File: config.mk
export PLATFORM = sky130hd
export DESIGN_NAME = stall_ctrl
export DESIGN_NICKNAME = d
export VERILOG_FILES = /design/src/rtl/stall_ctrl_pkg.sv /design/src/rtl/stall_ctrl_sat_counter.sv /design/src/rtl/stall_ctrl.sv
export SDC_FILE = /design/constraint.sdc
export NUM_CORES = 1
export LEC_CHECK = 0
export CAP_MARGIN = 20
export CELL_PAD_IN_SITES_DETAIL_PLACEMENT = 1
export CELL_PAD_IN_SITES_GLOBAL_PLACEMENT = 2
export CORE_MARGIN = 3
export CORE_UTILIZATION = 30
export DETAILED_ROUTE_END_ITERATION = 12
export PLACE_DENSITY = 0.95
export SYNTH_ARGS = -nofsm -noshare
export SYNTH_HDL_FRONTEND = slang
export SYNTH_SLANG_ARGS = --single-unit
File: constraint.sdc
create_clock -name clk -period 5.3 [get_ports clk]
set_input_delay 1.06 -clock clk [delete_from_list [all_inputs] [get_ports clk]]
set_output_delay 1.06 -clock clk [all_outputs]
set_load 0.005 [all_outputs]
File: src/rtl/stall_ctrl_pkg.sv
// Shared types, encodings and stall-vector helper for the pipeline sequencer.
package stall_ctrl_pkg;

    localparam int unsigned STALL_W     = 6;
    localparam int unsigned INST_ADDR_W = 32;

    typedef logic [STALL_W-1:0]     stall_t;
    typedef logic [INST_ADDR_W-1:0] inst_addr_t;

    typedef enum logic {
        ST_RUN  = 1'b0,
        ST_HOLD = 1'b1
    } state_e;

    // Bit i = 1 holds stage i: [0]PC [1]ID [2]EX [3]MEM [4]WB [5]unused
    localparam stall_t STALL_NONE = 6'b000000;
    localparam stall_t STALL_IF   = 6'b000001;
    localparam stall_t STALL_ID   = 6'b000011;
    localparam stall_t STALL_MEM  = 6'b001111;

    // MEM > ID > IF; an issued flush discards the younger-stage requests.
    function automatic stall_t stall_vec(input logic mem_req, input logic id_req,
                                         input logic if_req, input logic flush);
        stall_t v;
        v = STALL_NONE;
        if (mem_req) begin
            v = STALL_MEM;
        end else if (!flush) begin
            if (id_req) begin
                v = STALL_ID;
            end else if (if_req) begin
                v = STALL_IF;
            end
        end
        return v;
    endfunction

endpackage

File: src/rtl/stall_ctrl_sat_counter.sv
// Saturating event counter with synchronous reset and global enable.
module stall_ctrl_sat_counter #(
    parameter int unsigned CNT_W = 32
) (
    input  logic             clk,
    input  logic             rst,
    input  logic             rdy_i,
    input  logic             inc_i,
    output logic [CNT_W-1:0] q_o
);

    logic [CNT_W-1:0] cnt_q;
    logic [CNT_W-1:0] cnt_d;

    always_comb begin
        cnt_d = cnt_q;
        if (rdy_i && inc_i && (cnt_q != {CNT_W{1'b1}})) begin
            cnt_d = cnt_q + CNT_W'(1);
        end
    end

    always_ff @(posedge clk) begin
        if (rst) begin
            cnt_q <= '0;
        end else begin
            cnt_q <= cnt_d;
        end
    end

    assign q_o = cnt_q;

endmodule

File: src/rtl/stall_ctrl.sv
// Pipeline sequencer: merges stage stall requests, issues (or defers) branch flushes,
// and keeps stall/flush statistics plus a memory-hang watchdog.
module stall_ctrl
    import stall_ctrl_pkg::*;
#(
    parameter int unsigned WDOG_LIMIT = 1024,
    parameter int unsigned CNT_W      = 32
) (
    input  logic                   clk,
    input  logic                   rst,
    input  logic                   rdy,
    input  logic                   if_stall_req,
    input  logic                   id_stall_req,
    input  logic                   mem_stall_req,
    input  logic                   ex_b_flag,
    input  logic [INST_ADDR_W-1:0] ex_b_target,
    output logic [STALL_W-1:0]     stall_state,
    output logic                   b_flag_o,
    output logic [INST_ADDR_W-1:0] b_target_o,
    output logic [CNT_W-1:0]       stall_cnt,
    output logic [CNT_W-1:0]       flush_cnt,
    output logic                   hang_o
);

    localparam int unsigned WD_W = $clog2(WDOG_LIMIT + 1);
    localparam logic [WD_W-1:0] WD_MAX = WD_W'(WDOG_LIMIT);

    state_e     state_q, state_d;
    inst_addr_t tgt_q, tgt_d;
    logic       b_flag_c;
    inst_addr_t b_target_c;
    stall_t     stall_c;

    logic [WD_W-1:0] wd_q, wd_d;
    logic            hang_q, hang_d;

    // Redirect FSM: a mispredict resolved under a MEM stall is parked until MEM releases.
    always_comb begin
        state_d    = state_q;
        tgt_d      = tgt_q;
        b_flag_c   = 1'b0;
        b_target_c = '0;
        if (!rst && rdy) begin
            case (state_q)
                ST_RUN: begin
                    if (ex_b_flag) begin
                        if (mem_stall_req) begin
                            tgt_d   = ex_b_target;
                            state_d = ST_HOLD;
                        end else begin
                            b_flag_c   = 1'b1;
                            b_target_c = ex_b_target;
                        end
                    end
                end
                ST_HOLD: begin
                    if (!mem_stall_req) begin
                        b_flag_c   = 1'b1;
                        b_target_c = tgt_q;
                        state_d    = ST_RUN;
                    end
                end
                default: state_d = ST_RUN;
            endcase
        end
        stall_c = rst ? STALL_NONE
                      : stall_vec(mem_stall_req, id_stall_req, if_stall_req, b_flag_c);
    end

    always_ff @(posedge clk) begin
        if (rst) begin
            state_q <= ST_RUN;
            tgt_q   <= '0;
        end else begin
            state_q <= state_d;
            tgt_q   <= tgt_d;
        end
    end

    // Watchdog counts consecutive enabled MEM-stall cycles; the hang flag is sticky.
    always_comb begin
        wd_d   = wd_q;
        hang_d = hang_q;
        if (rdy) begin
            if (mem_stall_req) begin
                if (wd_q != WD_MAX) begin
                    wd_d = wd_q + WD_W'(1);
                end
            end else begin
                wd_d = '0;
            end
            if (wd_d == WD_MAX) begin
                hang_d = 1'b1;
            end
        end
    end

    always_ff @(posedge clk) begin
        if (rst) begin
            wd_q   <= '0;
            hang_q <= 1'b0;
        end else begin
            wd_q   <= wd_d;
            hang_q <= hang_d;
        end
    end

    stall_ctrl_sat_counter #(.CNT_W(CNT_W)) u_stall_cnt (
        .clk   (clk),
        .rst   (rst),
        .rdy_i (rdy),
        .inc_i (stall_c != STALL_NONE),
        .q_o   (stall_cnt)
    );

    stall_ctrl_sat_counter #(.CNT_W(CNT_W)) u_flush_cnt (
        .clk   (clk),
        .rst   (rst),
        .rdy_i (rdy),
        .inc_i (b_flag_c),
        .q_o   (flush_cnt)
    );

    // EX is frozen while a redirect is parked, so it cannot resolve another one.
    a_no_flag_in_hold: assert property (@(posedge clk) disable iff (rst)
        (rdy && state_q == ST_HOLD) |-> !ex_b_flag);

    assign stall_state = stall_c;
    assign b_flag_o    = b_flag_c;
    assign b_target_o  = b_target_c;
    assign hang_o      = hang_q;

endmodule

**Yosys cells after proc, flatten, opt, wreduce, memory -nomap -nowiden**

Cells that the tools add are included.

- Bits in registers: 109
- Bits in latches: 0
- Memory bits (writable): 0
- Memory bits (read-only): 0
- Bits of input ports: 39
- Word-level logic and storage cells: 43
- Memories kept: 0

- Add/subtract/negate cells: 3
- Multipliers: 0
- Divide/modulo/power cells: 0
- Order comparisons: 0
- Eq/ne operators: 4
- Shifts and indexed selects: 0
- Mux-type cells: 20
- Bitwise logic cells: 1
- Reduce and logical (&&, ||, !) cells: 9

Operators by type and width:

| cell | number |
|---|---|
| two-way mux 32 bit | 4 |
| adder 32 x 1 -> 32 bit (second input constant) | 2 |
| != test 32 bit (second input constant) | 2 |
| case mux 32 bit (2 select lines) | 1 |
| two-way mux 11 bit | 3 |
| adder 11 x 1 -> 11 bit (second input constant) | 1 |
| == test 11 bit (second input constant) | 1 |
| != test 11 bit (second input constant) | 1 |
| two-way mux 1 bit | 6 |
| two-way mux 6 bit | 1 |
| nonzero test 6 bit | 1 |
| logical AND 1 bit | 5 |
| two-way mux 2 bit | 2 |
| two-way mux 4 bit | 1 |
| case mux 1 bit (2 select lines) | 2 |
| AND reduction 4 bit | 1 |
| AND reduction 2 bit | 1 |
| zero test 1 bit | 1 |
| NOT 1 bit | 1 |

**Depth between registers and ports, before layout**

- Depth after elaboration: 10
- Mapped depth: 8

**Modules after synthesis**

Synthesis repeated with hierarchy kept, for this count alone.

- Cell total of the unflattened synthesis: 751
- Area, all modules: 5830.6 µm²

By module, submodules not included:

| module | instances | cells an instance | area each (µm²) | sequential area each (µm²) |
|---|---|---|---|---|
| stall_ctrl_sat_counter | 2 | 201 | 1666.6 | 640.6 |
| stall_ctrl | 1 | 349 | 2497.4 | 900.9 |

**Least setup slack after synthesis**

OpenSTA, ideal clock, no wires.

- Kind: input to output
- Start: input rst
- End: output stall_state[3]
- Arrival: 2432 ps
- Data required time: 4240 ps
- Path slack: 1808 ps
- Cell stages on the path: 6
- Buffers on the path: 5
- Path through: clkbuf_1 -> clkbuf_1 -> buf_1 -> buf_1 -> nor2_1 -> buf_4

- Word-level cells in the longest chain between the ends: 1

Ends and longest elaborated chain:

| what | RTL line | source |
|---|---|---|
| from (decl) | stall_ctrl.sv:10 | `input logic rst,` |
| two-way mux 6 bit | stall_ctrl.sv:66 | `stall_c = rst ? STALL_NONE` |
| to (decl) | stall_ctrl.sv:17 | `output logic [STALL_W-1:0] stall_state,` |

No other way between the ends.

**Final worst setup path**

- Start: input rdy
- End: output b_target_o[16]

- Word-level cells in the longest chain between the ends: 2

Ends and longest elaborated chain:

| what | RTL line | source |
|---|---|---|
| from (decl) | stall_ctrl.sv:11 | `input logic rdy,` |
| logical AND 1 bit | stall_ctrl.sv:43 | `if (!rst && rdy) begin` |
| two-way mux 32 bit | stall_ctrl.sv:43 |  |
| to (decl) | stall_ctrl.sv:19 | `output logic [INST_ADDR_W-1:0] b_target_o,` |

No other way between the ends.

==> flow_summary.toml <==
[sta]
drv_slew = 0
fmax_ghz = 0.231
timing.final.crit_share = 0.818
slew_headroom = 0.345
rsz0062_at_grt = "false"
skew_ns = 0.00636
layout_min_cycle_time_ns = 4.34
setup-violations-final = 0
hold_viol = 0
setup_tns_ns = 0
layout_setup_ws_ns = 0.964
worst_slew_pin_slew_ns = 0.975

[placement]
gp_congestion = 0.764
place_ws_ns = 0.957
portBuffers = 140
dpl.hpwl_um = 13000
dpl_cell_area_um2 = 7280

[setup_path]
path_class = "primary input to output pin"
crit_path_start = "rdy"
worstPathRequired_ns = 4.24
cp_max_fo = 23
r2r_start = "state_q"
startpoint_type = "primary input"
cp.arrival_ns = 3.28
cp-end-kind = "output pin"

[floorplanning]
start_util = 0.311
die_h_um = 144
dieArea_um2 = 20700
die_w_um = 144
io_pins = 143
rows = 49
design.core.area_um2 = 18300

[clock_network]
clockBufferDepth = 2
cts_sinks = 109
clock_latency_ns = 0.36
numCtsBuffers = 9
holdBufCountCts = 0
cts_tree = "done"
path_clk_slew_ns = 0.07
clock-root-buffer = "clkbuf_16"
post_cts_buffers = 0
cts.repair.resized = 0
htreeDepth = 3

[synthesis]
syn-cell-area_um2 = 5690
async_flop_share = 0
synth.most_common_cell = "nand2_1"
synth_cell_type_count = 59
synthTopCellsByCount = "nand2_1 (117), dfxtp_1 (109), a21oi_1 (83)"
yosysSeqAreaShare = 0.383
synth-edff-count = 0
yosys-top-cells-area = "dfxtp_1 (38%), nand2_1 (7.7%), a21oi_1 (7.3%)"
yosysWarnings = 0
syn_inst = 737
synth_top_cell_by_area = "dfxtp_1"
synth.avg_cell_area_um2 = 7.73
synth-seq-cells = 109
synth_top_area_frac = 0.383
yosys_most_used_dff = "dfxtp_1"

[worst_hold_path]
hold_start = "tgt_q[4]"
hp-class = "flip-flop to flip-flop"

[job]
max_cap_viol_count = 0

[routing]
vias = 5828
antenna_left = 0
drt_iter0_drc = 182
drcViolationCount = 0
dr.pass1.iters = 4
wl_per_cell_um = 16.6
routed_wl_um = 18000
via_per_inst = 5.37

[global_route]
track_usage = 0.171
grt_pass1_vias = 5659
grt_pass1_wl_um = 29100
grt_max_degree = 55
gr-total-overflow = 0
antenna_found_initial = 0

[power_and_ir_drop]
powerDensity_nw_per_um2 = 213
ir_worst_vdd_v = 0.000158
total_leakage_power_nw = 2.39

[final_layout]
antenna_cells = 0
finalInstanceArea_um2 = 7570
num-fill-cells = 2202
final_util = 0.413
nets = 895
post_route_cells_drive_above_1_share = 0.0618
syn2layout_area_growth_pct = 32.9

[run_status]
status = "finished clean"
-- area by class of cell --
cell class              count  area (um^2)  area share
well taps                 229          287      0.0379
inverters                  11         41.3     0.00546
multi-input cells         569         3290       0.435
clock buffers               9          225      0.0298
clock inverters             7         51.3     0.00678
repair buffers            152         1490       0.197
flip-flops and latches    109         2180       0.288
-- worst paths after layout --
kind                              end  slack (ns)  cells past startpoint
hold / removal               tgt_q[4]        0.46                      2
setup / recovery       b_target_o[16]        0.96                      7
setup reg to reg  u_stall_cnt.q_o[18]        2.36                      6
hold reg to reg              tgt_q[4]        0.46                      2
-- layout by cell type (no fill, tap or decap), types with 3 or more instances in the layout --
cell             netlist  routed
or4_1                 19      19
clkdlybuf4s50_1        0     139
a22oi_1                4       4
o41ai_1                7       7
and4_1                 8       8
nand2_1              117     117
o311ai_0               5       5
o211ai_1               5       5
nor4_1                 7       7
o31a_1                 3       3
a211oi_1               3       3
nand4_1               15      15
xnor2_1                7       7
buf_4                  3      11
xor2_1                 5       5
mux2i_1               26      26
nor2b_1               10      10
o21ai_0               24      24
or3_1                 21      21
nor3_1                15      15
ha_1                   4       4
a21oi_1               83      83
clkbuf_16              0       9
and3_1                 6       6
nand3_1               30      30
o21a_1                 4       4
a31oi_1                3       3
o31ai_1               20      20
nor2_1                76      76
inv_1                 10      10
mux2_2                 7       7
dfxtp_1              109     108
or2_2                  4       4
-- per-layer routing --
metal  share of wire  up-vias  wire, um  track usage
met1            0.47     2848      8520        0.226
li1                -     2892         -            -
met2            0.49       71      8890        0.290
met5               0        -         0            0
met4           0.011        0       196       0.0396
met3           0.023       17       412       0.0319
-- flip-flops by register name (all words and copies together) (netlist names) --
register / count
u_flush_cnt.q_o: 32
tgt_q: 32
u_stall_cnt.q_o: 32
wd_q: 11
hang_o: 1
state_q: 1
-- kinds of logic after synthesis --
kind of cell / share of synthesized area
simple gates: 0.304
compound gates: 0.183
flops: 0.383
buf+inv: 0.0422
mux: 0.0595
xor+xnor: 0.0185
fa+ha+maj: 0.00879
other cells: 0.000659
-- worst max-delay path, stage by stage --
cell and delay, ns:
clkdlybuf4s50_1 0.45, buf_4 0.20, nor2b_1 0.25, nand3_1 0.31, buf_4 0.33, nor2_1 0.14
clkdlybuf4s50_1 0.52
-- report_power, final --
group,total (mW),leakage (nW),internal [mW],switching [mW]
registers,0.831,0.880,0.825,0.00558
logic,0.140,1.38,0.0652,0.0744
clock network,0.644,0.132,0.321,0.323
-- through the flow --
step,power [mW],std cells,hold slack (ns)
2_1_floorplan,0.920,738,0.436
6_report,1.61,1086,0.457
3_5_place_dp,0.991,1068,0.450
5_1_grt,1.69,1086,0.480
4_1_cts,1.65,1084,0.461
3_3_place_gp,0.989,1068,0.442
Power figures use the tool's default switching activity.
